### config.mk
export PLATFORM = sky130hd
export DESIGN_NAME = nf10_upb_packet_arbiter
export DESIGN_NICKNAME = d
export VERILOG_FILES = /design/src/rtl/nf10_upb_pkg.sv /design/src/rtl/nf10_upb_axis_reg_slice.sv /design/src/rtl/nf10_upb_packet_arbiter.sv
export SDC_FILE = /design/constraint.sdc
export NUM_CORES = 1
export LEC_CHECK = 0
export CORE_AREA = 2 2 647 649
export CTS_CLUSTER_DIAMETER = 150
export DETAILED_ROUTE_END_ITERATION = 6
export DIE_AREA = 0 0 649 651
export PLACE_DENSITY = 0.39
export REMOVE_ABC_BUFFERS = 1
export SYNTH_ARGS = -nofsm -noshare
export SYNTH_HDL_FRONTEND = slang
export SYNTH_SLANG_ARGS = --single-unit
### constraint.sdc
create_clock -name axi_aclk -period 4.45 [get_ports axi_aclk]
set_clock_uncertainty 0.15 [all_clocks]
set_input_delay 0.6675 -clock axi_aclk [delete_from_list [all_inputs] [get_ports axi_aclk]]
set_output_delay 0.6675 -clock axi_aclk [all_outputs]
set_load 0.005 [all_outputs]
### src/rtl/nf10_upb_pkg.sv
// Shared definitions for the nf10_upb datapath: arbiter state encoding,
// default sideband widths and the round-robin search helper.
package nf10_upb_pkg;

   typedef enum logic {
      IDLE = 1'b0,
      XFER = 1'b1
   } arb_state_t;

   localparam int C_DEF_PACKET_LENGTH_WIDTH = 14;
   localparam int C_DEF_INPORT_WIDTH        = 3;
   localparam int C_DEF_OUTPORT_WIDTH       = 8;
   localparam int C_MAX_INPUTS              = 8;

   // First requesting index after 'last', wrapping modulo 'num'; returns 'last' if none request.
   function automatic logic [2:0] rr_next(input logic [2:0]              last,
                                          input logic [C_MAX_INPUTS-1:0] req,
                                          input int                      num);
      logic [2:0] pick;
      logic [2:0] idx;
      logic       found;
      pick  = last;
      found = 1'b0;
      for (int i = 1; i <= C_MAX_INPUTS; i++) begin
         idx = 3'((int'(last) + i) % num);
         if (i <= num && !found && req[idx]) begin
            pick  = idx;
            found = 1'b1;
         end
      end
      return pick;
   endfunction

endpackage

### src/rtl/nf10_upb_axis_reg_slice.sv
// Two-entry skid buffer: full throughput, registered ready toward the source,
// output held stable while stalled.
module nf10_upb_axis_reg_slice #(
   parameter int C_WIDTH = 8
) (
   input  logic               clk,
   input  logic               rst_n,
   input  logic [C_WIDTH-1:0] s_data,
   input  logic               s_valid,
   output logic               s_ready,
   output logic [C_WIDTH-1:0] m_data,
   output logic               m_valid,
   input  logic               m_ready
);

   logic [C_WIDTH-1:0] main_reg;
   logic [C_WIDTH-1:0] skid_reg;
   logic               main_valid_reg;
   logic               ready_reg;

   // ready_reg low means the skid entry holds a beat waiting behind main_reg.
   always_ff @(posedge clk or negedge rst_n) begin
      if (!rst_n) begin
         main_reg       <= '0;
         skid_reg       <= '0;
         main_valid_reg <= 1'b0;
         ready_reg      <= 1'b1;
      end else if (ready_reg) begin
         if (!main_valid_reg || m_ready) begin
            main_valid_reg <= s_valid;
            if (s_valid)
               main_reg <= s_data;
         end else if (s_valid) begin
            skid_reg  <= s_data;
            ready_reg <= 1'b0;
         end
      end else if (m_ready) begin
         main_reg  <= skid_reg;
         ready_reg <= 1'b1;
      end
   end

   assign s_ready = ready_reg;
   assign m_data  = main_reg;
   assign m_valid = main_valid_reg;

endmodule

### src/rtl/nf10_upb_packet_arbiter.sv
// Packet-granular round-robin merge of C_NUM_INPUTS AXI4-Stream inputs into one
// stream; a grant is held from the first beat until the tlast beat is accepted.
module nf10_upb_packet_arbiter
   import nf10_upb_pkg::*;
#(
   parameter int C_NUM_INPUTS          = 4,
   parameter int C_AXIS_DATA_WIDTH     = 256,
   parameter int C_PACKET_LENGTH_WIDTH = C_DEF_PACKET_LENGTH_WIDTH,
   parameter int C_INPORT_WIDTH        = C_DEF_INPORT_WIDTH,
   parameter int C_OUTPORT_WIDTH       = C_DEF_OUTPORT_WIDTH
) (
   input  logic                                         axi_aclk,
   input  logic                                         axi_resetn,
   input  logic [C_NUM_INPUTS*C_AXIS_DATA_WIDTH-1:0]    s_axis_tdata,
   input  logic [C_NUM_INPUTS*C_AXIS_DATA_WIDTH/8-1:0]  s_axis_tkeep,
   input  logic [C_NUM_INPUTS*C_PACKET_LENGTH_WIDTH-1:0] s_axis_tuser_packet_length,
   input  logic [C_NUM_INPUTS*C_INPORT_WIDTH-1:0]       s_axis_tuser_in_port,
   input  logic [C_NUM_INPUTS*C_OUTPORT_WIDTH-1:0]      s_axis_tuser_out_port,
   input  logic [C_NUM_INPUTS*C_INPORT_WIDTH-1:0]       s_axis_tuser_in_vport,
   input  logic [C_NUM_INPUTS*C_OUTPORT_WIDTH-1:0]      s_axis_tuser_out_vport,
   input  logic [C_NUM_INPUTS-1:0]                      s_axis_tvalid,
   output logic [C_NUM_INPUTS-1:0]                      s_axis_tready,
   input  logic [C_NUM_INPUTS-1:0]                      s_axis_tlast,
   output logic [C_AXIS_DATA_WIDTH-1:0]                 m_axis_tdata,
   output logic [C_AXIS_DATA_WIDTH/8-1:0]               m_axis_tkeep,
   output logic [C_PACKET_LENGTH_WIDTH-1:0]             m_axis_tuser_packet_length,
   output logic [C_INPORT_WIDTH-1:0]                    m_axis_tuser_in_port,
   output logic [C_OUTPORT_WIDTH-1:0]                   m_axis_tuser_out_port,
   output logic [C_INPORT_WIDTH-1:0]                    m_axis_tuser_in_vport,
   output logic [C_OUTPORT_WIDTH-1:0]                   m_axis_tuser_out_vport,
   output logic                                         m_axis_tvalid,
   input  logic                                         m_axis_tready,
   output logic                                         m_axis_tlast,
   output logic                                         grant_valid,
   output logic [2:0]                                   grant_port
);

   localparam int DW = C_AXIS_DATA_WIDTH;
   localparam int KW = C_AXIS_DATA_WIDTH / 8;
   localparam int BW = DW + KW + C_PACKET_LENGTH_WIDTH + 2*C_INPORT_WIDTH + 2*C_OUTPORT_WIDTH + 1;

   logic [BW-1:0]           in_bus [C_NUM_INPUTS];
   logic [BW-1:0]           sel_bus;
   logic                    sel_valid;
   logic [BW-1:0]           m_bus;
   logic                    slice_valid;
   logic                    slice_ready;
   logic                    accept;
   logic [C_MAX_INPUTS-1:0] req;

   arb_state_t state_reg,       state_next;
   logic [2:0] grant_reg,       grant_next;
   logic [2:0] last_grant_reg,  last_grant_next;
   logic       grant_valid_reg, grant_valid_next;

   // tlast sits in the LSB so the end-of-packet test is sel_bus[0].
   generate
      for (genvar gi = 0; gi < C_NUM_INPUTS; gi++) begin : g_pack
         assign in_bus[gi] = {s_axis_tdata[gi*DW +: DW],
                              s_axis_tkeep[gi*KW +: KW],
                              s_axis_tuser_packet_length[gi*C_PACKET_LENGTH_WIDTH +: C_PACKET_LENGTH_WIDTH],
                              s_axis_tuser_in_port[gi*C_INPORT_WIDTH +: C_INPORT_WIDTH],
                              s_axis_tuser_out_port[gi*C_OUTPORT_WIDTH +: C_OUTPORT_WIDTH],
                              s_axis_tuser_in_vport[gi*C_INPORT_WIDTH +: C_INPORT_WIDTH],
                              s_axis_tuser_out_vport[gi*C_OUTPORT_WIDTH +: C_OUTPORT_WIDTH],
                              s_axis_tlast[gi]};
      end
   endgenerate

   always_comb begin
      req                      = '0;
      req[C_NUM_INPUTS-1:0]    = s_axis_tvalid;
      sel_bus                  = '0;
      sel_valid                = 1'b0;
      s_axis_tready            = '0;
      for (int i = 0; i < C_NUM_INPUTS; i++) begin
         if (grant_reg == 3'(i)) begin
            sel_bus          = in_bus[i];
            sel_valid        = s_axis_tvalid[i];
            s_axis_tready[i] = (state_reg == XFER) && slice_ready;
         end
      end
   end

   assign slice_valid = (state_reg == XFER) && sel_valid;
   assign accept      = slice_valid && slice_ready;

   always_comb begin
      state_next       = state_reg;
      grant_next       = grant_reg;
      last_grant_next  = last_grant_reg;
      grant_valid_next = grant_valid_reg;
      case (state_reg)
         IDLE: begin
            if (|s_axis_tvalid) begin
               grant_next       = rr_next(last_grant_reg, req, C_NUM_INPUTS);
               grant_valid_next = 1'b1;
               state_next       = XFER;
            end
         end
         XFER: begin
            if (accept && sel_bus[0]) begin
               last_grant_next  = grant_reg;
               grant_valid_next = 1'b0;
               state_next       = IDLE;
            end
         end
         default: state_next = IDLE;
      endcase
   end

   // last_grant starts at the top index so input 0 is the first winner.
   always_ff @(posedge axi_aclk or negedge axi_resetn) begin
      if (!axi_resetn) begin
         state_reg       <= IDLE;
         grant_reg       <= '0;
         last_grant_reg  <= 3'(C_NUM_INPUTS - 1);
         grant_valid_reg <= 1'b0;
      end else begin
         state_reg       <= state_next;
         grant_reg       <= grant_next;
         last_grant_reg  <= last_grant_next;
         grant_valid_reg <= grant_valid_next;
      end
   end

   nf10_upb_axis_reg_slice #(
      .C_WIDTH (BW)
   ) u_slice (
      .clk     (axi_aclk),
      .rst_n   (axi_resetn),
      .s_data  (sel_bus),
      .s_valid (slice_valid),
      .s_ready (slice_ready),
      .m_data  (m_bus),
      .m_valid (m_axis_tvalid),
      .m_ready (m_axis_tready)
   );

   assign {m_axis_tdata, m_axis_tkeep, m_axis_tuser_packet_length, m_axis_tuser_in_port,
           m_axis_tuser_out_port, m_axis_tuser_in_vport, m_axis_tuser_out_vport,
           m_axis_tlast} = m_bus;

   assign grant_valid = grant_valid_reg;
   assign grant_port  = grant_reg;

endmodule

---- After elaboration in Yosys (flattened, before gate mapping) ----
Cells that the tools add are included.
W data, S select, Z words.
cells by class
  $add $sub $neg .......................... 4
  $lt $le $gt $ge ......................... 4
  eq/ne operators ......................... 7
  mux-type cells .......................... 47
  bitwise logic cells ..................... 6
  reduce and logical (&&, ||, !) cells .... 25
operators by type and width
  kind                   number
  $mux W325              8
  $mux W1                29
  $lt A3 B4 Y1 const B   4
  $bmux W1 S3            4
  $mux W3                4
  $reduce_and A2 Y1      4
  $reduce_or A2 Y1       4
  $logic_and A1 B1 Y1    7
  $eq A3 B2 Y1 const B   2
  $ne A2 B2 Y1 const B   3
  $reduce_and A3 Y1      2
  $add A2 B1 Y2 const B  2
  $add A2 B2 Y2 const B  2
  $and A1 B1 Y1 const A  4
  $logic_not A1 Y1       4
  $pmux W1 S2            2
  $reduce_or A4 Y1       1
  $eq A3 B1 Y1 const B   1
  $logic_not A3 Y1       1
  $ne A2 B1 Y1 const B   1
  $not A1 Y1             2
  $reduce_bool A2 Y1     1
  $logic_or A1 B1 Y1     1
word-level totals
  register bits after elaboration ......... 660
  input port bits ......................... 1,307
  output and inout bits ................... 334
  word-level logic and storage cells ...... 101

---- Longest topological paths before layout ----
  word-level depth ........................ 21
  mapped depth ............................ 8
  mapped depth without buffers ............ 4

---- Cells and area by module ----
Synthesis repeated with hierarchy kept, for this count alone.
unflattened totals
  cell total of the unflattened synthesis .. 2,550
  area total of the unflattened synthesis .. 39,913.3 sq um
modules (own cells, without submodules)
  module                   instances  cells each  area an instance (sq um)  sequential area each (sq um)
  nf10_upb_axis_reg_slice  1          1,745       29,405.7                  16,316.9
  nf10_upb_packet_arbiter  1          805         10,507.6                  177.7

---- Worst setup path before layout ----
Ideal clock, no wire load.
  kind .................................... input to register
  start point ............................. input port s_axis_tvalid[3]
  end point ............................... register u_slice.main_reg[217] (netlist: u_slice.m_data[217])
  library setup time ...................... 0.129 ns
  arrival ................................. 1.934 ns
  data required time ...................... 4.171 ns
  setup slack ............................. 2.237 ns
  cell stages on the path ................. 7
  path buffers ............................ 3
  path through ............................ mux4_2 a21oi_2 or2_1 buf_4 buf_4 buf_2 o21ai_0
on the way
  longest elaborated chain between the ends .. 4
ends and longest elaborated chain
  what                         RTL line                       source
  from (decl)                  nf10_upb_packet_arbiter.sv:21  input logic [C_NUM_INPUTS-1:0] s_axis_tvalid,
  $mux W1                      nf10_upb_packet_arbiter.sv:77  if (grant_reg == 3'(i)) begin
  $logic_and A1 B1 Y1          nf10_upb_packet_arbiter.sv:85  assign slice_valid = (state_reg == XFER) && sel_valid;
  $ne A2 B2 Y1 (no line)       --
  $reduce_and A3 Y1 (no line)  --
  to (signal assigned)         nf10_upb_axis_reg_slice.sv:32  main_reg <= s_data;
  to (signal assigned)         nf10_upb_axis_reg_slice.sv:38  main_reg <= skid_reg;
  to (decl)                    nf10_upb_axis_reg_slice.sv:16  logic [C_WIDTH-1:0] main_reg;
Every way passes these cells.
A chain may end at the register's enable or synchronous reset.

---- Worst setup path after layout ----
  start point ............................. register grant_reg[1] (netlist: grant_port[1])
  end point ............................... output port s_axis_tready[3]
on the way
  longest elaborated chain between the ends .. 2
ends and longest elaborated chain
  what                    RTL line                        source
  from (decl)             nf10_upb_packet_arbiter.sv:52   logic [2:0] grant_reg, grant_next;
  from (signal assigned)  nf10_upb_packet_arbiter.sv:121  grant_reg <= grant_next;
  $eq A3 B2 Y1            nf10_upb_packet_arbiter.sv:77
  $mux W1                 nf10_upb_packet_arbiter.sv:77
  to (decl)               nf10_upb_packet_arbiter.sv:22   output logic [C_NUM_INPUTS-1:0] s_axis_tready,
Every way passes these cells.

==> summary.txt <==
Status: finished with violations
Failing checks: slew limit
Mux cell area share after synthesis: 25.9%
R2R setup slack: 990 ps
First-pass GRT wire length: 394000 um
Area post-placement: 62400 um2
Post-synth top flop: dfrtp_1
Endpoint class of the critical path: output pin
Cell variety after synth: 33
Post-DP HPWL: 242000 um
#FFs+latches synth: 659
Clk slew on worst S/H paths: 60 ps
Reg-to-reg startpoint: grant_port[1]
Post-route non-filler standard cell count: 11.1k
Initial antenna violation count: 183
Final GP Congestion: 0.888
Post-CTS Setup Bufs: 0
Area grow syn2layout: 66.4%
Vias per Instance: 3.69
Main combinational cell family by area after synthesis: multiplexers
Gr ovfl total: 0
Die span in x: 649 um
Die area: 422000 um2
Setup WS pre-CTS: 792 ps
Total global-route track usage: 13.6%
Post-Layout Inst Area: 65600 um2
Detailed router's first-iteration violation count: 2621
CP Class: flip-flop to output pin
CTS Buf Count: 95
Largest fanout on the critical path: 52
Clk buf depth: 4
Yosys Warn Count: 0
H-tree depth: 3
Final WL: 301000 um
Final nets: 6811
Dpl cells: 10.9k
Synthesized area: 39400 um2
Post-synthesis compound-gate area fraction: 23.9%
Worst Setup Slack, final: 463 ps
Commonest non-fill, non-tap cell in the layout: clkdlybuf4s50_1
Total design power: 43300 uW
Worst VDD drop: 0.439 mV
Cells after Synth: 4064
Commonest non-fill, non-tap cells in the layout: clkdlybuf4s50_1 (1639), dfrtp_1 (653), mux2i_1 (650), o21ai_0 (546)
CP required: 3630 ps
Final Max Tran Viols: 13
PortBufs: 1640
Initial Utilization: 9.49%
CP max stage delay: 770 ps
Rel. slew slack: -0.644%
Worst Setup SP: grant_port[1]
Final min period: 3990 ps
Critical Path Source Type: flip-flop
Setup violators final: 0
Slowest stage cell, crit path: dfrtp_4
Total negative slack: 0 ps
R2R depth: 7
DRC Markers: 0
Core area: 415000 um2
Clock tree from TritonCTS: done
Number of routed nets with antenna violations: 0
Worst Tran Pin Value: 1510 ps
Fmax: 251 MHz
Xor-xnor portion of the synthesized cell area: 0%
Max_cap viols: 0
Routed length per instance: 27.1 um
Sequential fraction of the synthesis area: 41.8%
Vias in the first global route: 41.7k
Syn avg cell area: 9.70 um2
Worst skew pair latency: 820 ps
Hold Path Class: flip-flop to flip-flop
First-pass DRT Iterations: 6
Pleak: 0.0251 uW
CP endpoint: s_axis_tready[3]
CP cell instances: buf_4, and3_1, clkdlybuf4s50_1
Crit Reg-Reg Endpoint: u_slice.m_data[125]
Sink Count: 659
Post-Synth Simple-Gate Area: 3.46%
Row count: 237
Io pins: 1641
Largest net degree at the start of global routing: 132
Clock Tree Root: clkbuf_16
Post-Synth Adder-Cell Area: 0%
Fin crit share: 89.6%
RSZ-0062 raised after global routing: no
EDFF count, synth: 0
Chip height: 651 um
Post-synthesis async set-or-reset flop share: 100%
Layout cell share with drive strength beyond 1: 11.2%
Vias: 40.9k
Power Density: 660 nW/um2
Worst EP arrival: 3170 ps
Hold violation total from the final report: 0
cell families after synthesis:
| kind of cell | Yosys count |
|---|---|
| buffers and inverters | 437 |
| AOI/OAI and AO/OA | 1639 |
| muxes | 979 |
| and+or+nand+nor | 350 |
| DFF | 659 |
synthesized netlist by cell type (all sizes together), types with 2 or more instances:
cell type / count / share of area, %
o31ai: 325 / 6.2
o21ai: 654 / 8.3
a21o: 4 / 0.076
clkbuf: 214 / 2.0
dfstp: 3 / 0.20
dfrtp: 656 / 42
inv: 2 / 0.019
mux2i: 650 / 16
buf: 221 / 2.8
nand2b: 2 / 0.032
mux2: 328 / 9.4
nand2: 328 / 3.1
a21oi: 330 / 4.2
or3b: 2 / 0.044
nor2b: 4 / 0.063
o22ai: 325 / 5.2
nor2: 6 / 0.057
metal layers:
metal / vias to the layer above / routed length, um / global-route usage, % / part of all wire (%)
met5: - / 458 / 0 / 0.15
met4: 70 / 7120 / 2.97 / 2.4
met3: 414 / 20800 / 3.65 / 6.9
met2: 1617 / 151000 / 24.2 / 50
met1: 20600 / 122000 / 16.3 / 41
li1: 18200 / - / - / -
area by class of cell:
class / instances / area [um2]
fill: 46400 / 350000
multi-input combinational: 2968 / 21000
timing repair buffer: 1778 / 18000
sequential: 659 / 16500
tap: 5497 / 6880
clock buffer: 133 / 2730
clock inverter: 28 / 347
antenna: 38 / 95.1
inverter: 2 / 15.0
repair_timing:
item | CTS | global route
hold endpoints to repair | 78 | 0
hold buffers | 1 | 0
resized for setup | 0 | 0
critical path: cells and delay by family (launching register included):
kind	cells	cell delay (ps)
DFF	1	770
buffers and inverters	2	1270
and+or+nand+nor	1	260
per-stage QoR:
step / utilization, % / hold WS, ps
floorplan: - / 222
global placement: 15.0 / 309
detailed placement: 15.0 / 316
CTS: 15.8 / 329
global route: 15.8 / 343
finish: 15.8 / 324
worst min path at each step:
stage	cells past startpoint	to	slack, ps	start
floorplan	0	grant_port[0]	220	axi_resetn
finish	2	u_slice.skid_reg[300]	320	u_slice.skid_reg[300]
detailed placement	2	u_slice.skid_reg[199]	320	u_slice.skid_reg[199]
global placement	2	u_slice.skid_reg[84]	310	u_slice.skid_reg[84]
global route	2	u_slice.skid_reg[145]	340	u_slice.skid_reg[145]
CTS	2	u_slice.skid_reg[199]	330	u_slice.skid_reg[199]
where the power goes:
group | switching, uW | total [uW] | internal [uW]
Clock | 3150 | 7760 | 4610
Sequential | 1700 | 10500 | 8820
Combinational | 14400 | 25000 | 10600
Total | 19300 | 43300 | 24000
Note: power is estimated with default switching activity, not from simulation.
